===== src/rtl/moore_seq_detect.sv =====
// Moore serial pattern detector with a parametric pattern, length and overlap mode.
// The state is the current match length; a saturating counter tracks completed matches.
//
//   state      | meaning
//   -----------+---------------------------------------------------------
//   0          | no leading pattern bits matched
//   1..PAT_W-1 | that many leading pattern bits matched
//   PAT_W      | full pattern seen; z is high
//   >PAT_W     | unreachable; returns to 0 on the next enabled edge
module moore_seq_detect #(
    parameter int               PAT_W   = 4,
    parameter logic [PAT_W-1:0] PATTERN = 4'b1011,
    parameter bit               OVERLAP = 1'b1,
    parameter int               CNT_W   = 8,
    localparam int              ST_W    = $clog2(PAT_W + 1)
) (
    input  logic             clock,
    input  logic             reset,
    input  logic             en,
    input  logic             clear,
    input  logic             x,
    output logic             z,
    output logic [ST_W-1:0]  state,
    output logic [CNT_W-1:0] match_cnt,
    output logic             sat
);

    localparam logic [ST_W-1:0] K_FULL = ST_W'(PAT_W);

    // Bit k of the mask is set when the first j-1 pattern bits equal the last
    // j-1 of the first k pattern bits, i.e. a j-bit match can survive from state k.
    function automatic logic [PAT_W:0] border_mask(input int j);
        logic [PAT_W:0] m;
        bit             ok;
        m = '0;
        for (int k = 0; k <= PAT_W; k++) begin
            ok = (k >= j - 1);
            if (ok) begin
                for (int i = 0; i < j - 1; i++) begin
                    if (PATTERN[PAT_W-1-i] != PATTERN[PAT_W-1-(k-j+1+i)])
                        ok = 1'b0;
                end
            end
            m[k] = ok;
        end
        return m;
    endfunction

    logic [ST_W-1:0]  k_eff;
    logic [PAT_W:1]   cand;
    logic [ST_W-1:0]  fb;
    logic [ST_W-1:0]  state_nxt;
    logic             z_nxt;
    logic [CNT_W-1:0] cnt_inc;
    logic [CNT_W-1:0] cnt_nxt;
    logic             sat_nxt;

    // Non-overlap mode treats a completed match as if nothing had been seen.
    always_comb begin
        k_eff = state;
        if (state > K_FULL || (state == K_FULL && !OVERLAP))
            k_eff = '0;
    end

    for (genvar j = 1; j <= PAT_W; j++) begin : g_cand
        localparam logic [PAT_W:0] MASK = border_mask(j);
        assign cand[j] = (x == PATTERN[PAT_W-j]) && MASK[k_eff];
    end

    always_comb begin
        fb = '0;
        for (int j = 1; j <= PAT_W; j++) begin
            if (cand[j])
                fb = ST_W'(j);
        end
    end

    assign cnt_inc = match_cnt + 1'b1;

    always_comb begin
        state_nxt = state;
        cnt_nxt   = match_cnt;
        sat_nxt   = sat;
        if (en)
            state_nxt = (state > K_FULL) ? '0 : fb;
        z_nxt = (state_nxt == K_FULL);
        if (clear) begin
            cnt_nxt = '0;
            sat_nxt = 1'b0;
        end else if (en && state_nxt == K_FULL && !(&match_cnt)) begin
            cnt_nxt = cnt_inc;
            sat_nxt = &cnt_inc;
        end
    end

    always_ff @(posedge clock) begin
        if (reset) begin
            state     <= '0;
            z         <= 1'b0;
            match_cnt <= '0;
            sat       <= 1'b0;
        end else begin
            state     <= state_nxt;
            z         <= z_nxt;
            match_cnt <= cnt_nxt;
            sat       <= sat_nxt;
        end
    end

endmodule


===== config.mk =====
export PLATFORM = sky130hd
export DESIGN_NAME = moore_seq_detect
export DESIGN_NICKNAME = d
export VERILOG_FILES = /design/src/rtl/moore_seq_detect.sv
export SDC_FILE = /design/constraint.sdc
export NUM_CORES = 1
export LEC_CHECK = 0
export ABC_AREA = 1
export BUFFER_PORTS_ARGS = -buffer_cell sky130_fd_sc_hd__buf_2
export CORE_MARGIN = 2
export CORE_UTILIZATION = 50
export DETAILED_ROUTE_END_ITERATION = 10
export HOLD_SLACK_MARGIN = 0.15
export MAX_ROUTING_LAYER = met4
export PLACE_DENSITY = 0.75
export SLEW_MARGIN = 30
export SYNTH_ARGS = -nofsm -noshare
export SYNTH_HDL_FRONTEND = slang
export SYNTH_SLANG_ARGS = --single-unit

===== constraint.sdc =====
create_clock -name clock -period 1.85 [get_ports clock]
set_input_delay 0.185 -clock clock [delete_from_list [all_inputs] [get_ports clock]]
set_output_delay 0.185 -clock clock [all_outputs]
set_load 0.005 [all_outputs]

# --- Word-level counts from Yosys, hierarchy flattened ---
# Memory sizes are Yosys's and may differ from the RTL's.
# Index checks and enable logic that the tools add are counted.
totals:
  reg_bits: 13
  latchBits: 0
  mem_bits_rw: 0
  romBits: 32
  output_inout_bits: 13
  memories: 4
classes:
  addsub: 1
  n_mul: 0
  div: 0
  magnitude_cmp: 2
  n_eq_ne: 1
  shift: 0
  muxes: 11
  n_bitwise: 1
  n_reduce_logical: 10
mem_list:
  columns: ["name", "words", "word_bits", "rd", "rd_ports_with_merged_regs", "wr", "line", "source"]
  rows:
  - ["(name not given)", 8, 1, 1, 0, 0, "67", "assign cand[j] = (x == PATTERN[PAT_W-j]) && MASK[k_eff];"]
  - ["(name not given)", 8, 1, 1, 0, 0, "67", null]
  - ["(name not given)", 8, 1, 1, 0, 0, "67", null]
  - ["(name not given)", 8, 1, 1, 0, 0, "67", null]
op_table:
  columns: ["operator", "n"]
  rows:
  - ["8-bit AND reduction", 2]
  - ["3-bit two-way mux", 4]
  - ["8-bit by 1-bit adder with 8-bit output (second input constant)", 1]
  - ["1-bit logical AND", 6]
  - ["1-bit two-way mux", 5]
  - ["3-bit by 4-bit < comparator with 1-bit output (second input constant)", 1]
  - ["2-bit two-way mux", 2]
  - ["3-bit == test (second input constant)", 1]
  - ["3-bit greater-than comparator (second input constant)", 1]
  - ["2-bit OR reduction", 1]
  - ["1-bit zero test", 1]
  - ["1-bit inverter", 1]

# --- Logic depth before layout (Yosys ltp) ---
logic_depth:
  ltp_word: 14
  depth_mapped: 9
  mapped_depth_nobuf: 9

# --- Worst setup path before layout ---
# OpenSTA, ideal clock, no wires.
synth_timing:
  path_kind: "reg2reg"
  startpoint: "register match_cnt[0]"
  endpoint: "register match_cnt[0]"
  arrival_time_ns: 1.256
  slack_ns: 0.466
  path_stages_with_launch: 9
  n_path_buf: 0
  cell_sequence: "dfxtp_1 -> ha_1 -> nand3_2 -> clkinv_1 -> nand2_1 -> nand2_4 -> inv_6 -> o21ai_0 -> a21oi_1"
synth_between:
  elab_chain_cells: 3
synth_lines:
  columns: ["item", "line", "source"]
  rows:
  - ["from (decl)", "24", "output logic [CNT_W-1:0] match_cnt,"]
  - ["from (signal assigned)", "105", "match_cnt <= cnt_nxt;"]
  - ["parallel branches: the longest is 3 deep, another holds 8-bit by 1-bit adder with 8-bit output", null, null]
# Several ways; the timed one is not identified.
# A chain may end at the register's enable or synchronous reset.

# --- Final worst setup path ---
layout_timing:
  startpoint: "register match_cnt[0]"
  endpoint: "register match_cnt[1]"
# The elaborated chain is that of the path after synthesis.

==> summary.md <==
| Metric | Value |
|---|---|
| Status | `finished clean` |
| Clock skew | `0.000726 ns` |
| Placer Congestion | `0.858` |
| Top cell type's share of synthesized area | `35.2%` |
| DRT Wirelength | `1530 um` |
| Hpwl dp | `1170 um` |
| Detailed-route via count | `741` |
| #FFs+latches synth | `13` |
| Setup_tns | `0 ns` |
| Hold_ws | `0.268 ns` |
| Number of H-tree levels | `1` |
| Width of the chip | `42.5 um` |
| Area Growth Syn to Fin | `19.0%` |
| Cell taking the most area after synthesis | `dfxtp_1` |
| Max Used Layer | `met4` |
| Post-route minimum period | `1.56 ns` |
| Antenna Violating Nets Remaining | `0` |
| Max-slew headroom | `71.2%` |
| Final count of hold timing violations | `0` |
| Dpl cell area | `843 um^2` |
| CP bufs+invs | `2` |
| Final setup vio count | `0` |
| Pwr dens | `545 mW/mm^2` |
| Slowest stage delay, CP | `0.44 ns` |
| Vias per Instance | `5.22` |
| Number of global-route vias before repair | `647` |
| Port-buffer cells | `17` |
| Die Y | `42.5 um` |
| Setup crit end kind | `register` |
| # IOs | `18` |
| GRT Util Overall | `19.5%` |
| Critical Path AT | `1.72 ns` |
| Worst path slowest cell | `dfxtp_1` |
| Fraction of layout cells with a size suffix above 1 | `26.0%` |
| Worst-Skew Late Latency | `0.27 ns` |
| Non-Filler Instances | `142` |
| Avg Cell Area, Syn | `7.04 um^2` |
| Area contributors post-synth | `dfxtp_1, nand2_1, nor2_1, inv_1, o21ai_0` |
| Clock transition at path regs | `0.07 ns` |
| Post-Syn Instances | `105` |
| Hold Crit Class | `in2reg` |
| Core area | `0.00133 mm^2` |
| CP delay by family, top | `flip-flops` |
| Initial antenna violation count | `0` |
| Final Cell Area | `880 um^2` |
| Critical Path Source Type | `register` |
| Cell Area, Synth | `739 um^2` |
| Layout Utilization | `65.9%` |
| Num CTS Buffers | `3` |
| Critical path class | `reg2reg` |
| Nets | `135` |
| Max-slew violations | `0` |
| Remaining routing DRC violations | `0` |
| Leakage | `0.381 nW` |
| Register area | `260 um^2` |
| Starting Density | `55.4%` |
| YS warnings | `0` |
| Number of distinct library cells after synthesis | `24` |
| Measured slew at the worst slew-check pin | `0.430 ns` |
| DR iter-0 viols | `11` |
| Max Cap Viol | `0` |
| CTS root buffer | `clkbuf_4` |
| Crit-path cells | `ha_1 -> nand3_2 -> clkinv_1 -> nand2_1 -> nand2_4 -> inv_6 -> o21ai_0 -> a21oi_1` |
| Post-DR wirelength/cell | `10.8 um` |
| RSZ-0062 raised after global routing | `no` |
| Clock Path Buffers | `2` |
| GR Overflow Total | `0` |
| CTS tree | `built` |
| Worst setup margin | `0.285 ns` |
| Syn nets | `112` |
| First-pass GRT wire length | `2570 um` |
| Final Power | `479 uW` |
| Ant diodes | `0` |
| Sequential-to-total area share from yosys stat | `35.2%` |
| Sinks on the clock net | `13` |
| Cts repair resizes | `0` |
| VDD IR-drop max | `453 uV` |
| Largest net degree at the start of global routing | `11` |
| Critical Path Fanout Max | `10` |
| Total of fill cells in the finished design | `125` |
| Dpl cells | `137` |
| Met2 WL post-DR | `729 um` |
| Wl on met1 | `707 um` |
| Rows | `13` |
| Pre-CTS setup slack | `0.364 ns` |
| CP Data Required Time | `2.01 ns` |
| Max Clock Freq | `639 MHz` |
| Detailed Routing Iterations Pass 1 | `4` |
| Period utilization | `84.6%` |
| Area of the multi-input gates | `414 um^2` |
| DIE AREA | `0.00180 mm^2` |
| Metal3 WL | `73 um` |
[kinds of logic (layout without fill, tap and decap cells)]
| kind of cell | count (synthesis) | in the layout | synth area share, % |
|---|---|---|---|
| AOI/OAI and AO/OA | 20 | 20 | 15.9 |
| adders and majority gates | 2 | 2 | 3.38 |
| buffers and inverters | 16 | 38 | 8.80 |
| DFF | 13 | 13 | 35.2 |
| and+or+nand+nor | 54 | 54 | 36.7 |
[flip-flops by register name (all words and copies together) (netlist names)]
register   flops
sat            1
z              1
state          3
match_cnt      8
[cells in the mapped netlist]
| cell type | n |
|---|---|
| a211oi_1 | 1 |
| a21oi_1 | 5 |
| a21oi_2 | 2 |
| a22oi_1 | 2 |
| and3_1 | 1 |
| clkinv_1 | 1 |
| dfxtp_1 | 13 |
| ha_1 | 2 |
| inv_1 | 13 |
| inv_2 | 1 |
| inv_6 | 1 |
| nand2_1 | 20 |
| nand2_2 | 3 |
| nand2_4 | 1 |
| nand3_1 | 6 |
| nand3_2 | 2 |
| nand4_1 | 1 |
| nor2_1 | 16 |
| nor2_4 | 2 |
| nor3_1 | 1 |
| nor3_4 | 1 |
| o21ai_0 | 8 |
| o21ai_1 | 1 |
| o21bai_1 | 1 |
[tightest hold or removal path, cell delays in order]
cell,delay [ns]
buf_2,0.07
nor2_1,0.10
o21ai_0,0.09
a21oi_1,0.04
[where the power goes]
group          switching [mW]  internal [mW]  total, mW
Clock                  0.0866         0.0836      0.170
Sequential            0.00251          0.281      0.284
Combinational          0.0151         0.0103     0.0254
Total                   0.104          0.375      0.479
[what timing repair did]
item,in CTS,in global routing
endpoints found under the setup margin,0,0
setup buffers,0,0
hold buffers,1,0
endpoints found under the hold margin,4,0
[final cells by class]
| type | count | area share [%] |
|---|---|---|
| Timing Repair Buffer | 18 | 10.8 |
| Clock buffer | 4 | 2.99 |
| Multi-Input combinational cell | 76 | 47.1 |
| Tap cell | 15 | 2.13 |
| Inverter | 16 | 7.40 |
| Sequential cell | 13 | 29.6 |
[layer usage]
metal  track usage, %  vias up
met5                -        -
met4             7.50        0
met3             6.47        2
met2             32.3       14
met1             21.6      340
li1                 -      385
[placed cells by master, fill, tap and decap left out, types with 2 or more instances in the layout]
cell,count
inv_1,13
nor2_4,2
o21ai_0,8
nand2_2,3
clkbuf_4,3
buf_2,17
nand3_1,6
dfxtp_1,13
ha_1,2
a21oi_1,5
nor2_1,16
a21oi_2,2
nand2_1,20
a22oi_1,2
nand3_2,2
[worst paths after layout]
check	slack, ns	end	startpoint	cells after the start
worst max-delay path	0.29	match_cnt[1]	match_cnt[0]	8
worst min-delay path	0.27	match_cnt[2]	clear	4
worst max register to register	0.29	match_cnt[1]	match_cnt[0]	8
worst min register to register	0.50	sat	sat	2
Power figures use the tool's default switching activity.
